[config.mk]
export PLATFORM = sky130hd
export DESIGN_NAME = filter_cfg_arbiter
export DESIGN_NICKNAME = d
export VERILOG_FILES = /design/src/rtl/filter_cfg_arbiter.sv
export SDC_FILE = /design/constraint.sdc
export NUM_CORES = 1
export LEC_CHECK = 0
export ABC_AREA = 1
export CAP_MARGIN = 30
export CORE_MARGIN = 2
export CORE_UTILIZATION = 45
export DETAILED_ROUTE_END_ITERATION = 6
export PLACE_DENSITY = 0.94
export SYNTH_ARGS = -nofsm -noshare
export SYNTH_HDL_FRONTEND = slang
export SYNTH_SLANG_ARGS = --single-unit
[constraint.sdc]
create_clock -name clk -period 3.8 [get_ports clk]
set_input_delay 0.38 -clock clk [delete_from_list [all_inputs] [get_ports clk]]
set_output_delay 0.38 -clock clk [all_outputs]
set_load 0.03 [all_outputs]
[src/rtl/filter_cfg_arbiter.sv]
// Two-requester arbiter/sequencer for the packet-filter configuration port.
// Serialises host and control-plane transactions and offers a lock for multi-register updates.
module filter_cfg_arbiter #(
    parameter int unsigned LOCK_TIMEOUT = 16
) (
    input  logic        clk,
    input  logic        rst_n,
    input  logic [1:0]  req_valid,
    output logic [1:0]  req_ready,
    input  logic [1:0]  req_write,
    input  logic [1:0]  req_lock,
    input  logic [3:0]  req_addr0,
    input  logic [3:0]  req_addr1,
    input  logic [31:0] req_wdata0,
    input  logic [31:0] req_wdata1,
    output logic [1:0]  rsp_valid,
    output logic [31:0] rsp_rdata,
    output logic        lock_active,
    output logic        lock_owner,
    output logic        cfg_we,
    output logic [3:0]  cfg_waddr,
    output logic [31:0] cfg_wdata,
    output logic [3:0]  cfg_raddr,
    input  logic [31:0] cfg_rdata
);

    localparam int unsigned AW = 4;
    localparam int unsigned DW = 32;
    localparam int unsigned CW = 8;
    localparam logic [CW-1:0] TIMEOUT_C = CW'(LOCK_TIMEOUT);

    typedef enum logic [1:0] {IDLE, ISSUE, RESP, LOCKED} state_t;

    state_t          state_q, state_d;
    logic            last_grant_q, last_grant_d;
    logic            owner_q, owner_d;
    logic            write_q, write_d;
    logic            lock_q, lock_d;
    logic [CW-1:0]   idle_cnt_q, idle_cnt_d;
    logic [1:0]      rsp_valid_q, rsp_valid_d;
    logic [DW-1:0]   rsp_rdata_q, rsp_rdata_d;
    logic            cfg_we_q, cfg_we_d;
    logic [AW-1:0]   cfg_waddr_q, cfg_waddr_d;
    logic [DW-1:0]   cfg_wdata_q, cfg_wdata_d;
    logic [AW-1:0]   cfg_raddr_q, cfg_raddr_d;
    logic            lock_active_q, lock_active_d;
    logic            lock_owner_q, lock_owner_d;

    logic [1:0]      ready_c;
    logic            accept_c;
    logic            acc_id_c;
    logic [CW-1:0]   idle_inc_c;

    // Arbitration, sequencing and lock bookkeeping
    always_comb begin
        state_d       = state_q;
        last_grant_d  = last_grant_q;
        owner_d       = owner_q;
        write_d       = write_q;
        lock_d        = lock_q;
        idle_cnt_d    = idle_cnt_q;
        rsp_valid_d   = 2'b00;
        rsp_rdata_d   = rsp_rdata_q;
        cfg_we_d      = 1'b0;
        cfg_waddr_d   = cfg_waddr_q;
        cfg_wdata_d   = cfg_wdata_q;
        cfg_raddr_d   = cfg_raddr_q;
        lock_active_d = lock_active_q;
        lock_owner_d  = lock_owner_q;
        ready_c       = 2'b00;
        accept_c      = 1'b0;
        acc_id_c      = 1'b0;
        idle_inc_c    = idle_cnt_q + CW'(1);

        case (state_q)
            IDLE: begin
                if (|req_valid) begin
                    // On contention the requester that did not win last time goes first
                    acc_id_c          = (&req_valid) ? ~last_grant_q : req_valid[1];
                    ready_c[acc_id_c] = 1'b1;
                    accept_c          = 1'b1;
                end
            end
            ISSUE: begin
                rsp_rdata_d          = write_q ? '0 : cfg_rdata;
                rsp_valid_d[owner_q] = 1'b1;
                state_d              = RESP;
            end
            RESP: begin
                if (lock_q) begin
                    state_d       = LOCKED;
                    lock_active_d = 1'b1;
                    lock_owner_d  = owner_q;
                    idle_cnt_d    = '0;
                end else begin
                    state_d = IDLE;
                end
            end
            LOCKED: begin
                if (req_valid[owner_q]) begin
                    acc_id_c         = owner_q;
                    ready_c[owner_q] = 1'b1;
                    accept_c         = 1'b1;
                end else if (idle_inc_c >= TIMEOUT_C) begin
                    state_d       = IDLE;
                    idle_cnt_d    = '0;
                    lock_active_d = 1'b0;
                end else begin
                    idle_cnt_d = idle_inc_c;
                end
            end
            default: state_d = IDLE;
        endcase

        if (accept_c) begin
            state_d       = ISSUE;
            owner_d       = acc_id_c;
            last_grant_d  = acc_id_c;
            write_d       = req_write[acc_id_c];
            lock_d        = req_lock[acc_id_c];
            idle_cnt_d    = '0;
            lock_active_d = 1'b0;
            // Config-port registers load at acceptance so they are live during ISSUE
            if (req_write[acc_id_c]) begin
                cfg_we_d    = 1'b1;
                cfg_waddr_d = acc_id_c ? req_addr1 : req_addr0;
                cfg_wdata_d = acc_id_c ? req_wdata1 : req_wdata0;
            end else begin
                cfg_raddr_d = acc_id_c ? req_addr1 : req_addr0;
            end
        end
    end

    always_ff @(posedge clk or negedge rst_n) begin
        if (!rst_n) begin
            state_q       <= IDLE;
            last_grant_q  <= 1'b1;
            owner_q       <= 1'b0;
            write_q       <= 1'b0;
            lock_q        <= 1'b0;
            idle_cnt_q    <= '0;
            rsp_valid_q   <= 2'b00;
            rsp_rdata_q   <= '0;
            cfg_we_q      <= 1'b0;
            cfg_waddr_q   <= '0;
            cfg_wdata_q   <= '0;
            cfg_raddr_q   <= '0;
            lock_active_q <= 1'b0;
            lock_owner_q  <= 1'b0;
        end else begin
            state_q       <= state_d;
            last_grant_q  <= last_grant_d;
            owner_q       <= owner_d;
            write_q       <= write_d;
            lock_q        <= lock_d;
            idle_cnt_q    <= idle_cnt_d;
            rsp_valid_q   <= rsp_valid_d;
            rsp_rdata_q   <= rsp_rdata_d;
            cfg_we_q      <= cfg_we_d;
            cfg_waddr_q   <= cfg_waddr_d;
            cfg_wdata_q   <= cfg_wdata_d;
            cfg_raddr_q   <= cfg_raddr_d;
            lock_active_q <= lock_active_d;
            lock_owner_q  <= lock_owner_d;
        end
    end

    assign req_ready   = ready_c;
    assign rsp_valid   = rsp_valid_q;
    assign rsp_rdata   = rsp_rdata_q;
    assign cfg_we      = cfg_we_q;
    assign cfg_waddr   = cfg_waddr_q;
    assign cfg_wdata   = cfg_wdata_q;
    assign cfg_raddr   = cfg_raddr_q;
    assign lock_active = lock_active_q;
    assign lock_owner  = lock_owner_q;

endmodule

# ---- After elaboration in Yosys (flattened, before gate mapping)
# Cells that the tools add are included.
dict set report word_totals {
  ff_bits 91
  latch_bits 0
  mem_bits_rw 0
  mem_bits_ro 0
  in_bits 112
  out_inout_bits 79
  wordCells 83
  memories 0
}
dict set report classes {
  n_addsub 1
  mul 0
  div_mod_pow 0
  magnitude_cmp 6
  eq_ne 6
  shift 0
  mux 41
  n_bitwise 2
  reduce_logical 13
}
# op n
set op_table {}
lappend op_table {{$mux 32} 2}
lappend op_table {{$mux 8} 4}
lappend op_table {{$mux 1} 19}
lappend op_table {{$pmux 8 s2} 1}
lappend op_table {{$mux 2} 7}
lappend op_table {{$ne 3x3->1 const B} 3}
lappend op_table {{$add 8x1->8 const B} 1}
lappend op_table {{$ge 8x5->1 const B} 1}
lappend op_table {{$reduce_and 2->1} 4}
lappend op_table {{$lt 1x2->1 const B} 3}
lappend op_table {{$pmux 1 s2} 3}
lappend op_table {{$pmux 2 s3} 1}
lappend op_table {{$reduce_and 3->1} 2}
lappend op_table {{$eq 2x2->1 const B} 2}
lappend op_table {{$mux 4} 1}
lappend op_table {{$pmux 2 s2} 1}
lappend op_table {{$reduce_and 4->1} 1}
lappend op_table {{$reduce_bool 4->1} 1}
lappend op_table {{$reduce_bool 3->1} 1}
lappend op_table {{$demux 1 s1} 2}
lappend op_table {{$eq 2x1->1 const B} 1}
lappend op_table {{$ge 1x1->1 const B} 2}
lappend op_table {{$logic_and 1x1->1} 2}
lappend op_table {{$logic_not 2->1} 1}
lappend op_table {{other kinds (2)} 3}

# ---- Depth between registers and ports, before layout
dict set report depth {
  word_depth 8
  mapped_depth 12
  depth_no_buf 11
}

# ---- Worst setup path before layout
# OpenSTA, ideal clock, no wires.
dict set report synth_path {
  path_type {register -> output}
  from {register state_q[0]}
  to {output port req_ready[1]}
  t_arrival_ns 1.464
  t_required_ns 3.420
  setup_slack_ns 1.956
  stages_incl_launch_ff 8
  path_buffers 2
  cell_sequence {dfrtp_1 inv_1 ha_1 inv_1 nand2_2 inv_2 buf_2 buf_4}
}
dict set report synth_between {
  elab_chain_len 2
  elab_cells_between_ends 3
  cone_classes {eq/ne (1); mux (1); reduce/logical (1)}
}
# item line_no
set synth_lines {}
lappend synth_lines {{from (decl)} 34} ;# state_t state_q, state_d;
lappend synth_lines {{from (signal assigned)} 151} ;# state_q <= state_d;
lappend synth_lines {{$eq 2x2->1 / $logic_not 2->1 (equally long branches)} 75} ;# case (state_q)
lappend synth_lines {{$pmux 2 s2 *} 75}
lappend synth_lines {{to (decl)} 9} ;# output logic [1:0] req_ready,
# Mark *: on every way between the ends. The rest lies on a longest branch, timed or not.

# ---- Final worst setup path
# Same ends and word-level chain as after synthesis.

==> results.toml <==
[outcome]
run_status = "finished, final reports clean"

[clocking]
cts_resized = 0
postCtsSetupRepairBufs = 0
clk_pin_slew_ps = 80
cts_made_buffers = 9
cts.sinks = 91
root_buffer = "clkbuf_8"
cts.path.max_buffers = 2
insertion_delay_ps = 340
cts-htree-levels = 3
cts_tree = "yes"

[timing]
hold_viol_final = 0
worstMarginPinSlew_ps = 963.8
grt_setup_unrepaired = "no"
drv_slew = 0
fin_crit_sh = 0.7578
fin_crit_ps = 2880
fin_skew_ps = 11.71
max_freq_mhz = 347.3
holdWs_ps = 474.6
setup_ws_ps = 920.3
worst_slew_margin_rel = 0.3568
setup_viol = 0
fin_tns_setup_ps = 0

[synth]
ys_top_cells_by_count = "333 x nand2_1, 90 x dfrtp_1, 50 x nand3_1"
ys_async_sr_fraction = 1.000
synthCells = 568
yosysTopAreaCellShare = 0.5249
synthXorXnorAreaFrac = 0
yosysUniqueCellTypes = 27
syn_nets = 685
syn-cell-area_mm2 = 0.004290
synth-compound-area-share = 0.02100
avgSynthCellArea_um2 = 7.553
synth_edf_count = 0
synth.area.mux_share = 0
synth_area_leader_cell = "dfrtp_1"
synth_ff_type = "dfrtp_1"
synthAdderAreaFrac = 0.01458
synth_simple_gate_area_frac = 0.3797
synth_top_family_by_area = "simple AND/OR/NAND/NOR gates"
ys_seq_area_frac = 0.5311
yosysWarnings = 0
ys_seq_elements = 91
synth.most_common_cell = "nand2_1"
synth_area_leaders = "dfrtp_1 52%, nand2_1 29%, nand3_1 5.8%, inv_1 1.8%, nor2_1 1.7%"

[detailed_routing]
wl_per_cell_um = 13.59
drc = 0
final_antenna_net_count = 0
route.final.wire_length_um = 12010
dr.pass1.iters = 7
avgViaCountPerCell = 4.855
drtIter0Drc = 174
vias = 4292

[placement]
pre_cts_ws_ps = 1082
dpl_cell_area_mm2 = 0.006271
dp_hpwl_um = 9174
numPortBuffers = 190
gp_congestion = 0.8553

[layout]
diodes = 0
final.fill_count = 712
final_util = 0.7060
layout-drive-gt1-share = 0.04106
fin_area_mm2 = 0.006524
multi_input_area_mm2 = 0.001782
ff_latch_area_mm2 = 0.002278
areaGrowthSynthToFinish_pct = 52.06
nets = 867

[floorplan]
initial_core_util = 0.4643
coreArea_mm2 = 0.009240
die-area_mm2 = 0.01033
ios = 191
die_w_um = 101.6
die_h_um = 101.6
fp-row-count = 35

[power]
powerDensity_mw_per_mm2 = 806.2
vdd_drop_max_v = 0.0004358
p_leak_nw = 3.299

[worst_setup_path]
path_class = "reg2out"
crit_fanout = 23
startpoint_type = "flop"
crit_arrival_ps = 2500
cp-end-kind = "output pin"
crit_required_ps = 3420

[min_path]
hold_class = "reg2reg"

[global_route]
grt_max_degree = 54
grt_pass1_vias = 4193
antenna_found_initial = 0
grt_overflow = 0
grt_pass1_wl_um = 18800
grt.total_usage = 0.2302

[run]
max_cap_viol_count = 0
## registers in the layout (all words and copies together), names as in the netlist
signal / flops
cfg_raddr: 4
cfg_waddr: 4
cfg_wdata: 32
cfg_we: 1
idle_cnt_q: 8
last_grant_q: 1
lock_active: 1
lock_owner: 1
lock_q: 1
owner_q: 1
rsp_rdata: 32
rsp_valid: 2
state_q: 2
write_q: 1
## cells by family after synthesis
family                   after synthesis
buffers and inverters                 49
AND/OR/NAND/NOR                      409
adder cells (fa/ha/maj)                5
flip-flops                            91
AO/OA/AOI/OAI                         14
## stage by stage
stage	total power, W	instances
after global placement	0.004381	866
after detailed placement	0.004508	867
final	0.005259	884
after CTS	0.005286	884
after global routing	0.005599	884
after floorplan	0.003363	568
## path summary, 6_finish.rpt
path	from	end	slack [ps]	cells after the start
setup reg to reg	state_q[0]	cfg_wdata[27]	1260	10
min in group asynchronous	rst_n	rsp_rdata[10]	560	2
max in group asynchronous	rst_n	last_grant_q	2560	3
hold reg to reg	last_grant_q	last_grant_q	470	2
hold / removal	last_grant_q	last_grant_q	470	2
setup / recovery	state_q[0]	req_ready[1]	920	6
## final cells by class
class                           instances  area share
Timing Repair Buffer                  196      0.3015
Clock buffer                           12     0.02225
Tap cell                              129     0.02474
Clock inverter                          4     0.01496
Sequential cell                        91      0.3493
Inverter                               24     0.01419
Multi-Input combinational cell        428      0.2731
## placed cells by master, fill, tap and decap left out, types with 2 or more instances in the layout
cell type,netlist,layout
a21oi_1,2,2
nand2_2,2,2
buf_4,1,5
ha_1,5,5
nand3_1,50,50
o21ai_0,8,8
nor2_1,19,19
inv_1,21,21
bufinv_16,0,3
clkbuf_1,11,2
clkbuf_8,0,10
dfrtp_1,90,90
nand2_1,333,333
clkdlybuf4s50_1,0,189
## timing repair
| action | 4_1_cts | 5_1_grt |
|---|---|---|
| hold buffers | 1 | 0 |
| setup endpoints to repair | 0 | 0 |
| hold endpoints to repair | 2 | 0 |
## critical path, cell delays in order, from the launching register on
cell             delay [ps]
dfrtp_1                 410
ha_1                    340
nand3_2                 150
o21ai_2                 100
nand2_2                 320
inv_2                   150
clkdlybuf4s50_1         700
## layer usage
metal / share of wire / track usage / vias up
met3: 0.072 / 0.05038 / 21
met4: 0.018 / 0.08420 / 0
met2: 0.51 / 0.4135 / 195
met1: 0.40 / 0.2693 / 1970
met5: 0 / 0 / -
li1: - / - / 2106
## power by group
part / internal [W] / switching, W / leakage, nW / total, W
Sequential: 0.00137 / 0.000229 / 1.16 / 0.00159
Clock: 0.000456 / 0.000316 / 0.117 / 0.000772
Combinational: 0.00107 / 0.00182 / 2.02 / 0.00289
Total: 0.00289 / 0.00237 / 3.30 / 0.00526
Power figures use the tool's default switching activity.
==> RTL change 1 (same settings) <==
Set the localparam `CW` to 4 (it was 8).
--- a/src/rtl/filter_cfg_arbiter.sv
+++ b/src/rtl/filter_cfg_arbiter.sv
@@ -26,7 +26,7 @@
 
     localparam int unsigned AW = 4;
     localparam int unsigned DW = 32;
-    localparam int unsigned CW = 8;
+    localparam int unsigned CW = 4;
     localparam logic [CW-1:0] TIMEOUT_C = CW'(LOCK_TIMEOUT);
 
     typedef enum logic [1:0] {IDLE, ISSUE, RESP, LOCKED} state_t;
Behaviour: not the same (Yosys sat finds a counterexample within 10 cycles, from zero or initial values and one cycle with rst_n low).
==> RTL change 1 against the unedited design <==
- clock power is 20% lower
- total power is 6.3% lower
- count of clock-buffer cells in the layout is 2 lower
- sequential cell count is 8 lower
- cell area is 7.7% lower
- wire length is 7.4% lower
- non-clock buffer count is 1 lower
- synthesized area is 8.8% lower
- worst setup slack better by 0.044 ns
- largest cell class unchanged
==> RTL change 1: results (changes against the unedited design) <==
worst_setup_path:
  critical_path_arrival_ns: 2.46  # was 2.50 ns
  r2r-start: "state_q[1]"  # was state_q[0]
  reg2reg_to: "cfg_wdata[1]"  # was cfg_wdata[27]
  crit_fanout: 22  # was 23
  r2r_setup_slack_ns: 1.21  # was 1.26 ns
  worstRegToRegCells: 11  # was 10
routing:
  via_per_inst: 4.941  # was 4.855
  firstDrtPassIters: 4  # was 7
  wl_mm: 11.12  # was 12.01 mm
  drt_iter0_markers: 118  # was 174
power:
  leakage_nw: 3.069  # was 3.299 nW
  total_power_mw: 4.931  # was 5.259 mW
  max-vdd-ir-drop_mv: 0.3825  # was 0.4358 mV
synthesis:
  synth_common_cells: "301 x nand2_1, 82 x dfrtp_1, 42 x nand3_1"  # was 333 x nand2_1, 90 x dfrtp_1, 50 x nand3_1
  synth_nets: 622  # was 685
  synth_cell_types: 21  # was 27
  synthTopCellsByArea: "dfrtp_1 52%, nand2_1 29%, nand3_1 5.4%"  # was dfrtp_1 52%, nand2_1 29%, nand3_1 5.8%
  ys_seq_area_share_pct: 53.10  # was 53.11%
global_route:
  track_usage_pct: 23.32  # was 23.02%
  grt_pass1_vias: 3886  # was 4193
  grt_pass1_wl_mm: 17.96  # was 18.80 mm
  grt_max_degree: 84  # was 54
placed_design:
  hpwl_mm: 8.317  # was 9.174 mm
sta:
  tightest_slew_ns: 0.9467  # was 0.9638 ns
final_layout:
  drive_gt1_share_pct: 5.942  # was 4.106%
  fillers: 643  # was 712
  nets: 802  # was 867
outcome:
  status: "finished, final reports clean"  # unchanged
worst_hold_path:
  hp-class: "input pin to async pin"  # was flip-flop to flip-flop
==> RTL change 1: cell count changes after synthesis, moves of 2 or more <==
cell | before | now
a21oi_1 | 2 | 4
dfrtp_1 | 90 | 82
nand2_2 | 2 | 14
o21ai_0 | 8 | 6
buf_12 | 0 | 2
nor2_1 | 19 | 5
nand3_1 | 50 | 42
buf_4 | 1 | 7
nand2_1 | 333 | 301
buf_2 | 8 | 3
inv_1 | 21 | 11
buf_6 | 4 | 1
==> RTL change 1: repair_timing <==
item                                    CTS  global route
endpoints found under the hold margin     0             6
setup buffers                             0             0
endpoints found under the setup margin    0             0
hold buffers                              0             1
==> RTL change 1: cells by family (layout without fill, tap and decap cells) <==
group	Yosys count	after routing	synth area share, %
adders and majority gates	5	5	1.598
DFF	83	83	53.10
AOI/OAI and AO/OA	11	11	1.471
buffers and inverters	41	226	6.138
and+or+nand+nor	365	365	37.69
==> RTL change 1: worst max-delay path, stage by stage, from the launching register on <==
cell	delay (ns)
dfrtp_1	0.45
inv_1	0.10
ha_1	0.31
inv_1	0.13
nand2_2	0.08
inv_2	0.30
clkdlybuf4s50_1	0.75
==> RTL change 1: layout make-up <==
cell class / instances / area (um2) / area share (%)
flip-flops and latches: 83 / 2078 / 34.50
repair buffers: 195 / 1959 / 32.53
multi-input cells: 381 / 1595 / 26.49
well taps: 108 / 135.1 / 2.243
clock buffers: 10 / 127.6 / 2.119
clock inverters: 6 / 66.31 / 1.101
inverters: 15 / 61.31 / 1.018
==> RTL change 1: power breakdown <==
group | switching, mW | internal, mW
combinational | 1.74 | 1.06
clock | 0.311 | 0.305
sequential | 0.239 | 1.27
==> RTL change 1: per-stage QoR <==
stage               hold WS [ns]  cell area (um2)  std cells  setup WS (ns)
floorplan                0.08441             3914        505          1.971
global placement          0.4604             5792        780          1.160
detailed placement        0.4647             5792        780          1.003
CTS                       0.2379             5986        796         0.9527
global route              0.3834             6023        798         0.8436
finish                    0.3993             6023        798         0.9639
==> RTL change 1: how the worst max path moves through the flow <==
| stage | from | endpoint | slack, ns | cells after the start |
|---|---|---|---|---|
| 6_report | state_q[1] | req_ready[1] | 0.96 | 6 |
| 5_1_grt | state_q[0] | req_ready[1] | 0.84 | 6 |
| 4_1_cts | state_q[0] | req_ready[1] | 0.95 | 6 |
| 3_5_place_dp | req_valid[0] | cfg_wdata[1] | 1.00 | 12 |
| 3_3_place_gp | req_valid[0] | cfg_wdata[19] | 1.16 | 12 |
| 2_1_floorplan | state_q[0] | req_ready[1] | 1.97 | 8 |
==> RTL change 1: layer usage <==
layer | part of all wire, % | vias to the layer above | GRT usage (%)
met4 | 2.3 | 0 | 8.761
met3 | 8.0 | 23 | 5.971
met5 | 0 | - | 0
met1 | 40 | 1835 | 28.18
li1 | - | 1902 | -
met2 | 50 | 183 | 40.28
==> RTL change 2 (config.mk and constraints unchanged) <==
Made on the original files. Register the input `cfg_rdata` before use, cleared by the reset. The logic sees it one clock later. The other inputs are not delayed to match.
--- a/src/rtl/filter_cfg_arbiter.sv
+++ b/src/rtl/filter_cfg_arbiter.sv
@@ -30,6 +30,16 @@
     localparam logic [CW-1:0] TIMEOUT_C = CW'(LOCK_TIMEOUT);
 
     typedef enum logic [1:0] {IDLE, ISSUE, RESP, LOCKED} state_t;
+
+    logic [31:0] cfg_rdata_q;
+
+    always_ff @(posedge clk or negedge rst_n) begin
+        if (!rst_n) begin
+            cfg_rdata_q <= '0;
+        end else begin
+            cfg_rdata_q <= cfg_rdata;
+        end
+    end
 
     state_t          state_q, state_d;
     logic            last_grant_q, last_grant_d;
@@ -82,7 +92,7 @@
                 end
             end
             ISSUE: begin
-                rsp_rdata_d          = write_q ? '0 : cfg_rdata;
+                rsp_rdata_d          = write_q ? '0 : cfg_rdata_q;
                 rsp_valid_d[owner_q] = 1'b1;
                 state_d              = RESP;
             end
Formal check against the unedited RTL: not equivalent (a bounded check fails within 4 cycles, from zero or initial values and one cycle with rst_n low).
==> RTL change 2 against the unedited design <==
- sequential cell count grew 32
- total power increased by 28%
- register-to-register slack improved by 0.12 ns
- critical endpoint unchanged
- worst setup slack better by 0.20 ns
- cell area grew 17%
- via count up 4.6%
- synthesized area is 17% higher
- sequential power is 27% higher
- wire length increased by 11%
==> RTL change 2: results (changes against the unedited design) <==
synthesis:
  synthTopCellsByArea: "dfrtp_1 61%, nand2_1 24%, nand3_1 5.1%"  # was dfrtp_1 52%, nand2_1 29%, nand3_1 5.8%
  synth_compound_area_share_pct: 1.449  # was 2.100%
  ys.flop_type: "dfrtp_1"  # unchanged
  postSynth.asyncResetShare_pct: 100.0  # unchanged
  synth_cell_types: 21  # was 27
  synth_cells: 587  # was 568
  synth_nets: 704  # was 685
  synthAdderAreaFrac_pct: 1.249  # was 1.458%
  ys_warn_count: 0  # unchanged
  synth_common_cells: "326 x nand2_1, 122 x dfrtp_1, 51 x nand3_1"  # was 333 x nand2_1, 90 x dfrtp_1, 50 x nand3_1
  ys_seq_area_share_pct: 61.48  # was 53.11%
final_layout:
  nets: 894  # was 867
  final_cells: 930  # was 884
  drive_gt1_share_pct: 6.076  # was 4.106%
  fillers: 817  # was 712
  antenna_cells: 0  # unchanged
outcome:
  status: "finished, final reports clean"  # unchanged
sta:
  relSlewSlack_pct: 32.86  # was 35.68%
  whs_ns: 0.3184  # was 0.4746 ns
  finClkSkew_ns: 0.009866  # was 0.01171 ns
placed_design:
  hpwl_mm: 9.178  # was 9.174 mm
  place.gp.congestion: 0.8715  # was 0.8553
  dp_cells: 897  # was 867
global_route:
  grt_max_degree: 124  # was 54
  track_usage_pct: 23.12  # was 23.02%
  grt_pass1_wl_mm: 21.05  # was 18.80 mm
  grt_pass1_vias: 4387  # was 4193
routing:
  wl_mm: 13.37  # was 12.01 mm
  drt_iter0_markers: 347  # was 174
  vias: 4489  # was 4292
  firstDrtPassIters: 5  # was 7
power:
  max-vdd-ir-drop_mv: 0.5588  # was 0.4358 mV
  leakage_nw: 3.838  # was 3.299 nW
worst_hold_path:
  hp-class: "input pin to flip-flop"  # was flip-flop to flip-flop
clock_tree:
  path_clk_slew_ns: 0.06  # was 0.08 ns
  cts_buffer_depth: 2  # unchanged
  worstSkewPairLatency_ns: 0.50  # was 0.34 ns
  cts_resized: 0  # unchanged
  cts_buffers: 17  # was 9
  htreeDepth: 4  # was 3
worst_setup_path:
  cpPeakStageDelay_ns: 0.71
  crit_fanout: 4  # was 23
  r2r_setup_slack_ns: 1.38  # was 1.26 ns
  critical_path_arrival_ns: 2.30  # was 2.50 ns
-- RTL change 2: cells by family after synthesis --
| family | after synthesis |
|---|---|
| and+or+nand+nor | 396 |
| adders and majority gates | 5 |
| buffers and inverters | 49 |
| DFF | 123 |
| AOI/OAI and AO/OA | 14 |
-- RTL change 2: final timing paths --
| path | from | end | cells past startpoint |
|---|---|---|---|
| max in group asynchronous | rst_n | cfg_wdata[6] | 3 |
| min | cfg_rdata[23] | cfg_rdata_q[23] | 1 |
| max reg2reg | state_q[0] | cfg_wdata[1] | 12 |
| max | state_q[0] | req_ready[1] | 6 |
| min reg2reg | last_grant_q | last_grant_q | 2 |
| min in group asynchronous | rst_n | rsp_rdata[28] | 3 |
-- RTL change 2: per-layer routing --
metal,vias to the layer above,global-route usage [%],routed length [um]
li1,2188,-,-
met1,2094,28.48,5328
met2,192,37.87,6650
met3,15,8.180,1202
met4,0,7.957,184
met5,-,0,0
-- RTL change 2: layout make-up --
class / count / area, um2 / area share, %
inverter: 23 / 86.33 / 1.127
sequential: 123 / 3079 / 40.21
clock inverter: 15 / 211.5 / 2.761
clock buffer: 17 / 414.1 / 5.408
timing repair buffer: 197 / 1987 / 25.95
multi-input combinational: 415 / 1704 / 22.25
tap: 140 / 175.2 / 2.288
-- RTL change 2: metrics by stage --
| stage | area, um2 | worst slack (ns) |
|---|---|---|
| 3_3_place_gp | 6994 | 1.196 |
| 3_5_place_dp | 7022 | 1.141 |
| 2_1_floorplan | 5009 | 2.096 |
| 5_1_grt | 7657 | 0.9566 |
| 4_1_cts | 7657 | 1.068 |
| 6_report | 7657 | 1.122 |
-- RTL change 2: report_power, final --
| group | internal, mW | switching [mW] |
|---|---|---|
| Clock | 1.08 | 0.605 |
| Combinational | 1.15 | 1.90 |
| Sequential | 1.76 | 0.260 |
-- RTL change 2: what timing repair did --
action	CTS	global route
hold buffers	1	0
buffers inserted	0	0
hold endpoints to repair	27	0
-- RTL change 2: worst register-to-register path: cells and delay by family (launching register included) --
kind / cells / cell delay (ns)
and+or+nand+nor: 6 / 0.59
buffers and inverters: 5 / 1.05
adders and majority gates: 1 / 0.33
DFF: 1 / 0.40
